<file path="src/rtl/toggle_counter_if.sv">
// Control and observation bundle for toggle_counter: count/load strobes in, count and flags out.
interface toggle_counter_if #(
    parameter int WIDTH = 4
) ();
    logic             T;
    logic             up_dn;
    logic             load;
    logic [WIDTH-1:0] load_val;
    logic [WIDTH-1:0] Q;
    logic             tc;
    logic             toggle_out;

    modport master (
        output T, up_dn, load, load_val,
        input  Q, tc, toggle_out
    );

    modport slave (
        input  T, up_dn, load, load_val,
        output Q, tc, toggle_out
    );
endinterface

</file>
<file path="src/rtl/toggle_counter.sv">
// Modulo-(MAX_VAL+1) up/down counter with load, optional saturation, terminal count and divide toggle.
// Q/toggle_out register one cycle after the sampling edge; tc is combinational; no backpressure.
module toggle_counter #(
    parameter int WIDTH    = 4,
    parameter int MAX_VAL  = 2**WIDTH - 1,
    parameter bit SATURATE = 1'b0
) (
    input  logic             clk,
    input  logic             reset,
    toggle_counter_if.slave  cnt
);
    localparam logic [WIDTH-1:0] MAX_Q = WIDTH'(MAX_VAL);

    logic [WIDTH-1:0] q_r;
    logic [WIDTH-1:0] q_nxt;
    logic             tog_r;
    logic             tog_nxt;
    logic             at_max;
    logic             at_min;

    assign at_max = (q_r == MAX_Q);
    assign at_min = (q_r == '0);

    always_comb begin
        q_nxt   = q_r;
        tog_nxt = tog_r;
        if (cnt.load) begin
            q_nxt = (cnt.load_val > MAX_Q) ? MAX_Q : cnt.load_val;
        end else if (cnt.T) begin
            if (cnt.up_dn) begin
                if (!at_max) begin
                    q_nxt = q_r + WIDTH'(1);
                end else if (!SATURATE) begin
                    q_nxt   = '0;
                    tog_nxt = ~tog_r;
                end
            end else begin
                if (!at_min) begin
                    q_nxt = q_r - WIDTH'(1);
                end else if (!SATURATE) begin
                    q_nxt   = MAX_Q;
                    tog_nxt = ~tog_r;
                end
            end
        end
    end

    always_ff @(posedge clk) begin
        if (reset) begin
            q_r   <= '0;
            tog_r <= 1'b0;
        end else begin
            q_r   <= q_nxt;
            tog_r <= tog_nxt;
        end
    end

    // tc flags the limit about to be crossed (or held against), gated off during reset and load
    assign cnt.tc         = !reset && cnt.T && !cnt.load &&
                            ((cnt.up_dn && at_max) || (!cnt.up_dn && at_min));
    assign cnt.Q          = q_r;
    assign cnt.toggle_out = tog_r;
endmodule
</file>
<file path="src/flat_wrapper.sv">
// flat-port wrapper written by rule: the top's interface ports become plain ports
module toggle_counter_flat 
#(
    parameter int WIDTH    = 4,
    parameter int MAX_VAL  = 2**WIDTH - 1,
    parameter bit SATURATE = 1'b0
)
  (clk, reset, cnt_T, cnt_up_dn, cnt_load, cnt_load_val, cnt_Q, cnt_tc, cnt_toggle_out);
  toggle_counter_if #(.WIDTH(WIDTH)) cnt_i ();
  input  logic clk;
  input  logic reset;
  input wire logic [$bits(cnt_i.T)-1:0] cnt_T;
  input wire logic [$bits(cnt_i.up_dn)-1:0] cnt_up_dn;
  input wire logic [$bits(cnt_i.load)-1:0] cnt_load;
  input wire logic [$bits(cnt_i.load_val)-1:0] cnt_load_val;
  output wire logic [$bits(cnt_i.Q)-1:0] cnt_Q;
  output wire logic [$bits(cnt_i.tc)-1:0] cnt_tc;
  output wire logic [$bits(cnt_i.toggle_out)-1:0] cnt_toggle_out;
  assign cnt_i.T = cnt_T;
  assign cnt_i.up_dn = cnt_up_dn;
  assign cnt_i.load = cnt_load;
  assign cnt_i.load_val = cnt_load_val;
  assign cnt_Q = cnt_i.Q;
  assign cnt_tc = cnt_i.tc;
  assign cnt_toggle_out = cnt_i.toggle_out;
  toggle_counter #(.WIDTH(WIDTH), .MAX_VAL(MAX_VAL), .SATURATE(SATURATE)) u_core (.clk(clk), .reset(reset), .cnt(cnt_i));
endmodule
</file>
<file path="config.mk">
export PLATFORM = sky130hd
export DESIGN_NAME = toggle_counter_flat
export DESIGN_NICKNAME = d
export VERILOG_FILES = /design/src/rtl/toggle_counter_if.sv /design/src/rtl/toggle_counter.sv /design/src/flat_wrapper.sv
export SDC_FILE = /design/constraint.sdc
export NUM_CORES = 1
export LEC_CHECK = 0
export CORE_AREA = 3 3 40 42
export CTS_BUF_LIST = sky130_fd_sc_hd__clkbuf_16
export DETAILED_ROUTE_END_ITERATION = 10
export DIE_AREA = 0 0 43 45
export PLACE_DENSITY = 0.54
export SLEW_MARGIN = 20
export SYNTH_ARGS = -nofsm -noshare
export SYNTH_HDL_FRONTEND = slang
export SYNTH_SLANG_ARGS = --single-unit
</file>
<file path="constraint.sdc">
create_clock -name clk -period 2 [get_ports clk]
set_input_delay 0.6 -clock clk [delete_from_list [all_inputs] [get_ports clk]]
set_output_delay 0.6 -clock clk [all_outputs]
set_load 0.02 [all_outputs]
</file>
==> summary.txt, run 1 <==
Status
  • Run status: finished with violations
  • Violated checks: setup timing

Synthesis
  • Top-count cell post-synth: sky130_fd_sc_hd__a21oi_1
  • Post-synthesis cell count: 50
  • Synth area leaders: sky130_fd_sc_hd__dfxtp_1 (26%), sky130_fd_sc_hd__a21oi_1 (7.7%), sky130_fd_sc_hd__ha_1 (6.4%)
  • Total nets after synthesis: a little over 60
  • Seq cells post-synth: 5
  • Most instantiated flip-flop cell in the synthesis netlist: sky130_fd_sc_hd__dfxtp_1
  • Register area share after synthesis: 25.7%
  • Fraction of registers with async set or reset after synthesis: 0%
  • Area leader, netlist: sky130_fd_sc_hd__dfxtp_1
  • Synthesis warning total: 0
  • Synthesized area: about 390 sq um
  • Number of flops mapped to enable cells by yosys: 0
  • Share of Yosys cell area claimed by the top area cell type: approximately a quarter
  • Number of distinct library cell variants in the gate-level netlist after synthesis: 24
  • Most used standard cells in the synthesized netlist: sky130_fd_sc_hd__a21oi_1 (6), sky130_fd_sc_hd__dfxtp_1 (5), sky130_fd_sc_hd__inv_1 (5)
  • Post-Synthesis Mean Instance Area: between 7 and 8 sq um

Placement
  • Count of input and output buffers: 14
  • Placed cell areas: 651 sq um
  • HPWL Detailed: just over 800 microns
  • Worst slack after detailed placement: -968 ps
  • Gpl congestion: 0.785

Pwr
  • Power dissipated by switching net loads: approximately 0.14 mW
  • Total power density per cell area: between 700 and 800 nW/um^2
  • Part of the power in registers: roughly a fifth
  • Overall power: 0.595 mW
  • Logic pwr share: 25.1%
  • Power Internal: approximately 0.45 mW
  • Switching part of the total power: 23.9%
  • Part of the total power dissipated in the clock network: a little under three fifths
  • Peak supply drop: between 0.4 and 0.5 mV
  • Static leakage: 0.339 nW

Run
  • Number of max-capacitance violations reported: 0

Clock network
  • Clock root cell: sky130_fd_sc_hd__clkbuf_16
  • TritonCTS clock tree: built
  • Total clock sinks: 5
  • CTS HTree Levels: 1
  • Register clock-pin slew on the reported worst setup and hold paths: approximately 30 ps
  • Max Buffers Root-to-Sink: 2
  • Total clock buffers created by CTS: 3
  • Latest clock arrival within the worst-skew pair: 230 ps
  • Total of hold buffers inserted after clock tree synthesis: 0

STA
  • Min Tclk post-route: ~2100 ps
  • Slew at the pin closest to its max-slew limit: roughly 260 ps
  • Worst-case headroom to the max-slew limit: between 80% and 90%
  • Final setup vio count: 1
  • Clock Skew: roughly 0.81 ps
  • Fmax achieved: between 400 and 500 MHz
  • Final worst setup slack: -149 ps
  • Final critical-path share of the clock period: 107%
  • RSZ-0062 raised after global routing: yes
  • Final slew viol count: 0
  • Final hold violations: 0

Detailed routing
  • Number of violations reported at the end of detailed-routing iteration 0: 3
  • Residual DRC: 0
  • Total vias in the final route: 478
  • Overall routed net length: about 1.1 mm
  • Mean routed wirelength per cell: 11.6 microns
  • First-pass iteration count of the detailed router: 2
  • Via-to-Cell Ratio: a little under 5
  • Antenna violation net count after detailed routing: 0

Setup path
  • Required time at the endpoint of the critical path: about 1400 ps
  • Worst Path Arrival: roughly 1600 ps
  • Type of origin of the critical path: flip-flop
  • Critical path class: flip-flop to primary output
  • Worst Setup End Kind: primary output
  • Crit-path max FO: 2

Die
  • Starting utilization of the core area: 30.3%
  • Count of standard-cell rows: 13
  • Overall die width: between 40 and 50 microns
  • Area enclosed by the die boundary: 1940 sq um
  • Ports: 15
  • Core region area: ~1300 sq um
  • Die boundary height: ~45 microns

Finish
  • Final design area excluding fillers: about 770 sq um
  • P&R area growth vs syn: 96.8%
  • # diodes: 0
  • Share of cells above drive strength 1: slightly above 40%
  • Nets: between 90 and 100

GRT
  • Pin count of the biggest net entering global routing: 9
  • Number of global-route vias before repair: about 410
  • Aggregate global-route resource usage: about an eighth
  • Overflow after GRT: 0
  • Wire length of the first global-routing pass: between 1.5 and 2 mm
  • Antenna violations before repair: 0

Min path
  • Hold crit path type: flip-flop to flip-flop
==> per-stage QoR <==
step                      utilization [%]  std cells  setup TNS (ps)  hold WS (ps)
after floorplan                         -         50               0           630
after global placement               50.6         91           -1150           547
after detailed placement             50.6         91           -1170           564
after CTS                            58.9         97            -202           572
after global routing                 59.6         97            -188           603
final                                59.6         97            -149           563
==> kinds of logic (layout without fill, tap and decap cells) <==
group                    Yosys count  count (layout)  share of synthesized area, %
adder cells (fa/ha/maj)            2               2                          6.43
multiplexers                       3               3                          8.36
flip-flops                         5               5                          25.7
XOR/XNOR                           2               2                          4.50
AO/OA/AOI/OAI                     17              17                          29.3
buffers and inverters              7              39                          6.75
AND/OR/NAND/NOR                   14              14                          19.0
==> critical path, cell delays in order, from the launching register on <==
cell and delay, ps:
sky130_fd_sc_hd__dfxtp_2 310, sky130_fd_sc_hd__inv_2 70, sky130_fd_sc_hd__ha_4 140, sky130_fd_sc_hd__or3b_4 380
sky130_fd_sc_hd__o21ai_2 130, sky130_fd_sc_hd__nand2_2 90, sky130_fd_sc_hd__nor2_4 80, sky130_fd_sc_hd__buf_6 120
==> worst paths after layout <==
| check | from | end | slack [ps] | cells after the start |
|---|---|---|---|---|
| setup / recovery | u_core.cnt.Q[1] | cnt_tc | -150 | 7 |
| hold / removal | u_core.cnt.toggle_out | u_core.cnt.toggle_out | 560 | 2 |
| setup reg to reg | u_core.cnt.Q[1] | u_core.cnt.toggle_out | 380 | 7 |
| hold reg to reg | u_core.cnt.toggle_out | u_core.cnt.toggle_out | 560 | 2 |
==> power groups by stage <==
stage	registers (mW)	logic [mW]	clock network, mW
floorplan	0.129	0.0490	0
global placement	0.114	0.135	0
detailed placement	0.114	0.135	0
CTS	0.114	0.146	0.333
global route	0.115	0.161	0.345
finish	0.114	0.149	0.332
==> final cells by class <==
type,instances,area (sq um)
well taps,15,18.8
fillers,123,519
multi-input cells,38,294
clock buffers,3,75.1
clock inverters,1,3.75
repair buffers,29,249
inverters,6,22.5
flip-flops and latches,5,103
==> what timing repair did <==
item                       4_1_cts  5_1_grt
resized for setup               16        3
setup endpoints to repair        1        1
setup buffers                    2        0
gates cloned                     0        0
pin swaps                        5        3
==> layer usage <==
metal  vias to the layer above  global-route usage, %  part of all wire [%]
li1                        242                      -                     -
met1                       219                   13.0                    45
met2                        14                   20.1                    47
met3                         3                   3.59                   5.6
met4                         0                   10.8                   2.7
met5                         -                      0                     0
==> state kept, by name, indices dropped and copies added (netlist names) <==
signal,count
u_core.cnt.toggle_out,1
u_core.cnt.Q,4
==> layout by cell type, fill, tap and decap left out, types with 2 or more instances in the layout <==
cell type                         Yosys  layout
sky130_fd_sc_hd__dfxtp_1              5       3
sky130_fd_sc_hd__dfxtp_2              0       2
sky130_fd_sc_hd__inv_1                5       5
sky130_fd_sc_hd__o21ai_0              4       3
sky130_fd_sc_hd__nor2_1               3       2
sky130_fd_sc_hd__mux2_2               2       2
sky130_fd_sc_hd__nand2_1              4       3
sky130_fd_sc_hd__xnor2_1              2       2
sky130_fd_sc_hd__inv_2                1       2
sky130_fd_sc_hd__clkdlybuf4s50_1      0      12
sky130_fd_sc_hd__clkbuf_16            0       3
sky130_fd_sc_hd__buf_4                0      15
sky130_fd_sc_hd__nor2b_1              3       2
sky130_fd_sc_hd__a21oi_1              6       6
Power figures use the tool's default switching activity.
==> inputs of run 2 (changes only) <==
PLACE_DENSITY = 0.56   (was 0.54)
SETUP_SLACK_MARGIN = 0.3   (was not set)
==> run 2 against run 1 <==
Critical path type unchanged. Largest cell class unchanged. Clock power down 2%. Highest routed layer unchanged. Count of clock-buffer cells in the layout unchanged. Worst setup slack worse by 5.8 ps. First-iteration DRC count unchanged. Core utilization up 0.58 points. Wire length up 7.0%. The run still ends with setup timing left. Critical path depth unchanged.
==> summary.txt, run 2 (same netlist as run 1, synthesis figures left out) <==
Status
  • Run status: finished with violations
  • Violated checks: setup timing

Clock network
  • Latest clock arrival within the worst-skew pair: roughly 230 ps
  • Total clock sinks: 5
  • Total of hold buffers inserted after clock tree synthesis: 0
  • CTS HTree Levels: 1
  • Clock root cell: sky130_fd_sc_hd__clkbuf_16
  • Total clock buffers created by CTS: 3
  • Register clock-pin slew on the reported worst setup and hold paths: roughly 30 ps
  • Max Buffers Root-to-Sink: 2
  • TritonCTS clock tree: built

STA
  • Worst hold slack after final layout: approximately 580 ps
  • Final critical-path share of the clock period: 108%
  • Min Tclk post-route: 2150 ps
  • Clock Skew: 2.88 ps
  • Worst-case headroom to the max-slew limit: 82.0%
  • Slew at the pin closest to its max-slew limit: 267 ps
  • Accumulated negative setup slack: -155 ps
  • RSZ-0062 raised after global routing: yes
  • Final worst setup slack: -155 ps
  • Final hold violations: 0
  • Final setup vio count: 1
  • Final slew viol count: 0
  • Fmax achieved: 464 MHz

Detailed routing
  • Residual DRC: 0
  • Number of violations reported at the end of detailed-routing iteration 0: 3
  • Antenna violation net count after detailed routing: 0
  • Overall routed net length: between 1 and 1.5 mm
  • First-pass iteration count of the detailed router: 3
  • Mean routed wirelength per cell: between 10 and 15 microns
  • Via-to-Cell Ratio: between 4 and 5
  • Total vias in the final route: 469

Pwr
  • Total power density per cell area: 758 nW/um^2
  • Static leakage: around 0.36 nW
  • Part of the power in registers: between 10% and 20%
  • Peak supply drop: just over 0.4 mV
  • Switching part of the total power: a little under a quarter
  • Power Internal: about 0.45 mW
  • Logic pwr share: about a quarter
  • Power dissipated by switching net loads: 0.139 mW
  • Part of the total power dissipated in the clock network: between 50% and 60%

GRT
  • Antenna violations before repair: 0
  • Aggregate global-route resource usage: 14.8%
  • Pin count of the biggest net entering global routing: 9
  • Wire length of the first global-routing pass: about 2.0 mm
  • Number of global-route vias before repair: ~470
  • Overflow after GRT: 0

Finish
  • P&R area growth vs syn: 98.7%
  • Nets: 95
  • Most frequent cells in the layout: sky130_fd_sc_hd__buf_4 (16), sky130_fd_sc_hd__clkdlybuf4s50_1 (7), sky130_fd_sc_hd__a21oi_1 (6), sky130_fd_sc_hd__inv_1 (5), sky130_fd_sc_hd__dlygate4sd2_1 (4)
  • Max FFs per register: 4
  • Most common library cell in the layout ignoring fill and taps: sky130_fd_sc_hd__buf_4
  • # diodes: 0
  • Share of cells above drive strength 1: between 40 and 50%

Die
  • Overall die width: ~43 microns
  • Ports: 15
  • Area enclosed by the die boundary: approximately 1900 sq um
  • Count of standard-cell rows: 13
  • Die boundary height: 45 microns
  • Core region area: 1280 sq um
  • Starting utilization of the core area: a little under a third

Run
  • Number of max-capacitance violations reported: 0

Setup path
  • Worst Path Arrival: 1550 ps
  • Delay contributed by the slowest stage of the critical path: 390 ps
  • Critical path class: flip-flop to primary output
  • Type of origin of the critical path: flip-flop
  • Critical path, cell by cell: inv_2 > ha_4 > or3b_4 > o21ai_2 > nand2_2 > nor2_4 > buf_6
  • Worst Setup End Kind: primary output
  • Crit-path max FO: 2
  • Required time at the endpoint of the critical path: roughly 1400 ps
  • Cell at the slowest stage of the critical path: sky130_fd_sc_hd__or3b_4

Placement
  • HPWL Detailed: 847 microns
  • Gpl congestion: ~0.8
  • Count of input and output buffers: 14

Min path
  • Hold crit path type: flip-flop to flip-flop
==> run 2: metal layers <==
metal | GRT usage (%) | part of all wire [%] | up-vias
met3 | 3.59 | 5.5 | 5
met5 | 0 | 0 | -
met2 | 23.1 | 45 | 16
met1 | 17.0 | 46 | 207
met4 | 12.7 | 3.5 | 0
li1 | - | - | 241
==> run 2: timing repair <==
item                       CTS  global route
pin swaps                    4             1
gates resized for setup     18             5
setup buffers                1             2
cloned                       0             0
setup endpoints to repair    8             2
==> run 2: layout make-up <==
class                           instances  area [sq um]
Sequential cell                         5           105
Fill cell                             110           512
Timing Repair Buffer                   30           251
Inverter                                6          25.0
Clock inverter                          1          3.75
Multi-Input combinational cell         38           294
Tap cell                               15          18.8
Clock buffer                            3          75.1
==> run 2: worst max-delay path, delay by kind of cell, from the launching register on <==
kind | cells | cell delay [ps]
and+or+nand+nor | 3 | 550
AOI/OAI and AO/OA | 1 | 130
DFF | 1 | 310
buffers and inverters | 2 | 190
adders and majority gates | 1 | 140
==> run 2: final timing paths <==
path                                end  slack [ps]             startpoint  cells after the start
hold / removal    u_core.cnt.toggle_out         580  u_core.cnt.toggle_out                      2
setup / recovery                 cnt_tc        -150        u_core.cnt.Q[1]                      7
setup reg to reg  u_core.cnt.toggle_out         250        u_core.cnt.Q[1]                      8
hold reg to reg   u_core.cnt.toggle_out         580  u_core.cnt.toggle_out                      2
==> run 2: through the flow <==
| step | util, % | total power, mW | std cells | setup WS [ps] | area, sq um |
|---|---|---|---|---|---|
| after floorplan | - | 0.179 | 50 | 46.5 | 402 |
| after global placement | 50.9 | 0.249 | 91 | -944 | 654 |
| after detailed placement | 50.9 | 0.250 | 91 | -942 | 654 |
| after CTS | 58.0 | 0.581 | 96 | -179 | 746 |
| after global routing | 60.2 | 0.616 | 98 | -224 | 773 |
| final | 60.2 | 0.586 | 98 | -155 | 773 |
==> run 2: power by group through the flow <==
stage	logic, mW	clock network [mW]	registers, mW
final	0.147	0.325	0.115
after CTS	0.138	0.329	0.114
after global placement	0.134	0	0.115
after floorplan	0.0494	0	0.129
after global routing	0.160	0.341	0.115
after detailed placement	0.135	0	0.115
==> inputs of run 3 (changes only) <==
CTS_CLUSTER_DIAMETER = 60   (was not set)
==> results of run 3 <==
No change in the layout: final DEF, timing and power equal those of run 2.
